## src/rtl/vdp9918_pkg.sv

```systemverilog
// Shared types and constants for the VDP9918 VRAM arbiter.
//   VRAM_ADDR_W : VRAM address width (16 KB)
//   DATA_W      : VRAM data width
//   STARVE_W    : width of the CPU starvation counter
//   state_e     : arbiter state (IDLE, CMD, RDATA)
//   owner_e     : which requester owns the in-flight transaction
package vdp9918_pkg;

  localparam int unsigned VRAM_ADDR_W = 14;
  localparam int unsigned DATA_W      = 8;
  localparam int unsigned STARVE_W    = 3;

  typedef enum logic [1:0] {
    IDLE  = 2'd0,
    CMD   = 2'd1,
    RDATA = 2'd2
  } state_e;

  typedef enum logic {
    OWN_CPU  = 1'b0,
    OWN_DISP = 1'b1
  } owner_e;

endpackage

```

## src/rtl/ip_vdp9918_cpu_req_latch.sv

```systemverilog
// Holds the single pending CPU VRAM request (op, address, write data).
// Ports:
//   clk, n_reset         : clock, synchronous active-low reset
//   cpu_read, cpu_write  : one-cycle request strobes (write wins if both)
//   cpu_address          : request address, sampled with the strobe
//   cpu_write_data       : write data, sampled with cpu_write
//   clear                : CPU transaction finished, drop the pending request
//   pending              : a request is held (new strobes ignored while set)
//   pend_write           : held op is a write
//   pend_address         : held address
//   pend_data            : held write data (0 for reads)
module ip_vdp9918_cpu_req_latch
  import vdp9918_pkg::*;
#(
  parameter int unsigned ADDR_W = VRAM_ADDR_W
) (
  input  logic              clk,
  input  logic              n_reset,
  input  logic              cpu_read,
  input  logic              cpu_write,
  input  logic [ADDR_W-1:0] cpu_address,
  input  logic [DATA_W-1:0] cpu_write_data,
  input  logic              clear,
  output logic              pending,
  output logic              pend_write,
  output logic [ADDR_W-1:0] pend_address,
  output logic [DATA_W-1:0] pend_data
);

  // Capture a new request only when nothing is held; write beats read.
  always_ff @(posedge clk) begin
    if (!n_reset) begin
      pending      <= 1'b0;
      pend_write   <= 1'b0;
      pend_address <= '0;
      pend_data    <= '0;
    end else if (clear) begin
      pending <= 1'b0;
    end else if (!pending && (cpu_read || cpu_write)) begin
      pending      <= 1'b1;
      pend_write   <= cpu_write;
      pend_address <= cpu_address;
      pend_data    <= cpu_write ? cpu_write_data : '0;
    end
  end

endmodule

```

## src/rtl/ip_vdp9918_vram_arbiter.sv

```systemverilog
// Arbitrates the single VRAM port between CPU accesses and display fetches.
// One transaction outstanding at a time; display has priority, but after
// STARVE_LIMIT display grants with a CPU request waiting the CPU is served.
// Ports:
//   clk, n_reset                 : clock, synchronous active-low reset
//   enable                       : dot tick, grants only issue when high
//   cpu_read/cpu_write           : one-cycle CPU request strobes
//   cpu_address/cpu_write_data   : CPU request payload
//   cpu_busy                     : CPU request pending or in flight
//   cpu_read_ready/cpu_read_data : one-cycle CPU read result (data 0 otherwise)
//   disp_request/disp_address    : display fetch request, held until disp_ready
//   disp_ready/disp_data         : one-cycle display fetch result (data 0 otherwise)
//   mem_valid/mem_write/mem_address/mem_wdata : memory command, held until mem_ready
//   mem_ready                    : command accepted
//   mem_rdata_valid/mem_rdata    : memory read return
module ip_vdp9918_vram_arbiter
  import vdp9918_pkg::*;
#(
  parameter int unsigned ADDR_W       = VRAM_ADDR_W,
  parameter int unsigned STARVE_LIMIT = 4
) (
  input  logic              clk,
  input  logic              n_reset,
  input  logic              enable,
  input  logic              cpu_read,
  input  logic              cpu_write,
  input  logic [ADDR_W-1:0] cpu_address,
  input  logic [DATA_W-1:0] cpu_write_data,
  output logic              cpu_busy,
  output logic              cpu_read_ready,
  output logic [DATA_W-1:0] cpu_read_data,
  input  logic              disp_request,
  input  logic [ADDR_W-1:0] disp_address,
  output logic              disp_ready,
  output logic [DATA_W-1:0] disp_data,
  output logic              mem_valid,
  output logic              mem_write,
  output logic [ADDR_W-1:0] mem_address,
  output logic [DATA_W-1:0] mem_wdata,
  input  logic              mem_ready,
  input  logic              mem_rdata_valid,
  input  logic [DATA_W-1:0] mem_rdata
);

  localparam logic [STARVE_W-1:0] LIMIT = STARVE_W'(STARVE_LIMIT);

  state_e              state;
  owner_e              owner;
  logic [STARVE_W-1:0] starve_cnt;

  logic                pending;
  logic                pend_write;
  logic [ADDR_W-1:0]   pend_address;
  logic [DATA_W-1:0]   pend_data;

  logic                clear_pending;
  logic                grant_ok;
  logic                pick_disp;
  logic                pick_cpu;

  ip_vdp9918_cpu_req_latch #(
    .ADDR_W (ADDR_W)
  ) u_cpu_req_latch (
    .clk            (clk),
    .n_reset        (n_reset),
    .cpu_read       (cpu_read),
    .cpu_write      (cpu_write),
    .cpu_address    (cpu_address),
    .cpu_write_data (cpu_write_data),
    .clear          (clear_pending),
    .pending        (pending),
    .pend_write     (pend_write),
    .pend_address   (pend_address),
    .pend_data      (pend_data)
  );

  assign cpu_busy = pending;

  // Grant selection and CPU completion. No grant in the disp_ready cycle:
  // the display requester is still holding the request it just got data for.
  always_comb begin
    grant_ok      = 1'b0;
    pick_disp     = 1'b0;
    pick_cpu      = 1'b0;
    clear_pending = 1'b0;

    grant_ok  = (state == IDLE) && enable && !disp_ready;
    pick_disp = grant_ok && disp_request && ((starve_cnt < LIMIT) || !pending);
    pick_cpu  = grant_ok && !pick_disp && pending;

    // Only the CPU issues writes, so a write acceptance always ends a CPU op.
    if ((state == CMD) && mem_ready && mem_write) begin
      clear_pending = 1'b1;
    end
    if ((state == RDATA) && mem_rdata_valid && (owner == OWN_CPU)) begin
      clear_pending = 1'b1;
    end
  end

  // Arbiter FSM with registered memory command and result outputs.
  always_ff @(posedge clk) begin
    if (!n_reset) begin
      state          <= IDLE;
      owner          <= OWN_CPU;
      starve_cnt     <= '0;
      mem_valid      <= 1'b0;
      mem_write      <= 1'b0;
      mem_address    <= '0;
      mem_wdata      <= '0;
      cpu_read_ready <= 1'b0;
      cpu_read_data  <= '0;
      disp_ready     <= 1'b0;
      disp_data      <= '0;
    end else begin
      cpu_read_ready <= 1'b0;
      cpu_read_data  <= '0;
      disp_ready     <= 1'b0;
      disp_data      <= '0;

      if (!pending) begin
        starve_cnt <= '0;
      end

      case (state)
        IDLE: begin
          if (pick_disp) begin
            state       <= CMD;
            owner       <= OWN_DISP;
            mem_valid   <= 1'b1;
            mem_write   <= 1'b0;
            mem_address <= disp_address;
            mem_wdata   <= '0;
            if (pending && (starve_cnt < LIMIT)) begin
              starve_cnt <= starve_cnt + STARVE_W'(1);
            end
          end else if (pick_cpu) begin
            state       <= CMD;
            owner       <= OWN_CPU;
            mem_valid   <= 1'b1;
            mem_write   <= pend_write;
            mem_address <= pend_address;
            mem_wdata   <= pend_data;
            starve_cnt  <= '0;
          end
        end

        CMD: begin
          if (mem_ready) begin
            mem_valid <= 1'b0;
            state     <= mem_write ? IDLE : RDATA;
          end
        end

        RDATA: begin
          if (mem_rdata_valid) begin
            state <= IDLE;
            if (owner == OWN_DISP) begin
              disp_ready <= 1'b1;
              disp_data  <= mem_rdata;
            end else begin
              cpu_read_ready <= 1'b1;
              cpu_read_data  <= mem_rdata;
            end
          end
        end

        default: begin
          state     <= IDLE;
          mem_valid <= 1'b0;
        end
      endcase
    end
  end

endmodule
```

## config.mk

```make
export PLATFORM = sky130hd
export DESIGN_NAME = ip_vdp9918_vram_arbiter
export DESIGN_NICKNAME = d
export VERILOG_FILES = /design/src/rtl/vdp9918_pkg.sv /design/src/rtl/ip_vdp9918_cpu_req_latch.sv /design/src/rtl/ip_vdp9918_vram_arbiter.sv
export SDC_FILE = /design/constraint.sdc
export NUM_CORES = 1
export LEC_CHECK = 0
export BUFFER_PORTS_ARGS = -buffer_cell sky130_fd_sc_hd__buf_4
export CAP_MARGIN = 0
export CORE_AREA = 2 2 76 78
export CTS_CLUSTER_DIAMETER = 40
export CTS_CLUSTER_SIZE = 14
export DETAILED_ROUTE_END_ITERATION = 16
export DIE_AREA = 0 0 78 80
export PLACE_DENSITY_LB_ADDON = 0.05
export SETUP_SLACK_MARGIN = 0.5
export SLEW_MARGIN = 30
export SYNTH_ARGS = -nofsm -noshare
export SYNTH_HDL_FRONTEND = slang
export SYNTH_SLANG_ARGS = --single-unit
```

## constraint.sdc

```tcl
create_clock -name clk -period 4.7 [get_ports clk]
set_input_delay 0.94 -clock clk [delete_from_list [all_inputs] [get_ports clk]]
set_output_delay 0.94 -clock clk [all_outputs]
set_load 0.05 [all_outputs]
```

==> impl_metrics.toml <==
[run_status]
status = "finished, final reports clean"

[logic_synthesis]
yosys_warnings = 0
syn-num-nets = 363
ys_ff_latch = 72
synth_flop_cell = "dfxtp_1"
synth_cell_type_count = 34
yosysSeqAreaShare = 0.505
syn_area_mm2 = 0.00286
async_flop_share = 0
avgSynthCellArea_um2 = 9.21
synth_cells = 310
synth-edff-count = 0

[timing]
holdWs_ns = 0.457
finClkSkew_ns = 0.00634
tns_ns = 0
max_freq_ghz = 0.400
max-slew-margin-rel = 0.355
slew_viol_final = 0
setup_ws_ns = 2.20
fin_crit_sh = 0.533
finalSetupViolations = 0
min_period_ns = 2.50
hold_viol_final = 0
tightest_slew_ns = 0.960
rsz0062_at_grt = "false"

[setup_path]
crit_path_end_kind = "flip-flop"
crit_slowest_cell = "nor4_4"
cpPeakStageDelay_ns = 0.84
crit_top_cell = "buf_4"
setup.worst_path.class = "in -> reg"
cp_max_fo = 13
worstPathRequired_ns = 4.97
timing.critical_path.from_type = "primary input"
path_cells = "buf_4, and4bb_2, nor4_4, buf_4, mux2i_1"
worstPathArrival_ns = 2.77

[clocking]
cts_tree = "built"
numCtsBuffers = 9
clk_latency_ns = 0.34
h-tree-depth = 3
post-cts-setup-buffers = 0
cts_root_buffer = "clkbuf_8"
cts_sinks = 72
clk_pin_slew_ns = 0.07
cts_resized = 0
max-clock-path-buffers = 2
hold_buffers = 0

[power]
leakagePower_nw = 1.59
power_w = 0.00146
p_per_area_mw_per_mm2 = 386
ir_drop_v = 0.000235

[place]
place_ws_ns = 1.86
dpl.hpwl_mm = 4.23
gp_congestion = 0.765
portBuffers = 94
placedCellCount = 450

[cells_and_area]
layout_commonest_cell = "buf_4"
nNetsFinal = 442
area_delta_synth_final_pct = 32.8
diodes = 0
final_layout_size_suffix_gt1_frac = 0.307
layout_common_cells = "buf_4, dfxtp_1, nand2_1"
final_cells = 466
n_fill_cell = 453

[drt]
route.detailed.wl_per_inst_um = 14.3
drtIter0Drc = 185
drc_errors = 0
viasPerCell = 5.42
vias = 2526
wl_mm = 6.68
firstDrtPassIters = 5
ant_nets = 0

[floorplan]
die_y_um = 80
num_io_pins = 95
start_util = 0.528
rows = 27
die_area_mm2 = 0.00624
die-width_um = 78
coreArea_mm2 = 0.00541

[grt]
grt_max_degree = 51
track_usage = 0.226
grt_pass1_wl_mm = 10.9
antenna_found_initial = 0
overflow = 0
grt_pass1_vias = 2415

[flow_run]
cap_violations = 0

[min_path]
hold_class = "reg -> reg"
## stage by stage
| stage | util | instance area [um2] |
|---|---|---|
| 2_1_floorplan | - | 2860 |
| 3_3_place_gp | 0.655 | 3540 |
| 3_5_place_dp | 0.656 | 3540 |
| 4_1_cts | 0.701 | 3790 |
| 5_1_grt | 0.702 | 3790 |
| 6_report | 0.702 | 3790 |
## sequential cells by signal (all words and copies together), names as in the netlist, 2 cells and up
signal / cells
starve_cnt: 3
u_cpu_req_latch.pend_address: 14
u_cpu_req_latch.pend_data: 8
cpu_read_data: 8
disp_data: 8
mem_address: 14
state: 2
mem_wdata: 8
## Yosys cell counts, drive strengths merged, types with 2 or more instances
cell type / count / area [um2]
a21oi: 27 / 135
a311oi: 13 / 114
and2: 16 / 100
buf: 9 / 65.1
clkbuf: 19 / 71.3
dfxtp: 72 / 1440
mux2i: 23 / 230
nand2: 43 / 161
nand3: 25 / 125
nand4: 10 / 62.6
nor2: 5 / 26.3
nor3: 2 / 10.0
nor3b: 4 / 30.0
nor4: 2 / 27.5
o21ai: 25 / 125
## critical path, delay by kind of cell
family	cells	cell delay, ns
simple gates	2	1.09
buf+inv	2	0.53
mux	1	0.21
## cells by family (layout without fill, tap and decap cells)
logic type / count (synthesis) / after routing / synth area share
DFF: 72 / 72 / 0.505
AOI/OAI and AO/OA: 70 / 70 / 0.145
buffers and inverters: 29 / 113 / 0.0491
muxes: 23 / 23 / 0.0806
adders and majority gates: 1 / 1 / 0.00438
and+or+nand+nor: 115 / 115 / 0.217
## metal layers
metal  part of all wire  global-route usage  vias up
li1                   -                   -     1260
met5                  0                   0        -
met4              0.022               0.121        0
met1               0.43               0.274     1157
met3              0.065              0.0509       13
met2               0.48               0.373       96
## layout make-up
type,count,area [um2],area share
well taps,72,90.1,0.0238
repair buffers,96,721,0.190
clock inverters,7,120,0.0317
flip-flops and latches,72,1440,0.380
multi-input cells,209,1290,0.341
clock buffers,9,124,0.0327
inverters,1,3.75,0.000990
## final timing paths
check                                  start                         endpoint  cells after the start  slack [ns]
max                          mem_rdata_valid     u_cpu_req_latch.pend_data[6]                      5        2.20
min          u_cpu_req_latch.pend_address[7]  u_cpu_req_latch.pend_address[7]                      2        0.46
max reg2reg                         state[0]     u_cpu_req_latch.pend_data[6]                      4        2.33
min reg2reg  u_cpu_req_latch.pend_address[7]  u_cpu_req_latch.pend_address[7]                      2        0.46
## where the power goes
part / switching, W / internal (W)
clock: 0.000236 / 0.000353
sequential: 0.0000206 / 0.000638
combinational: 0.000131 / 0.0000843
total: 0.000388 / 0.00108
(Power assumes the default switching activity.)
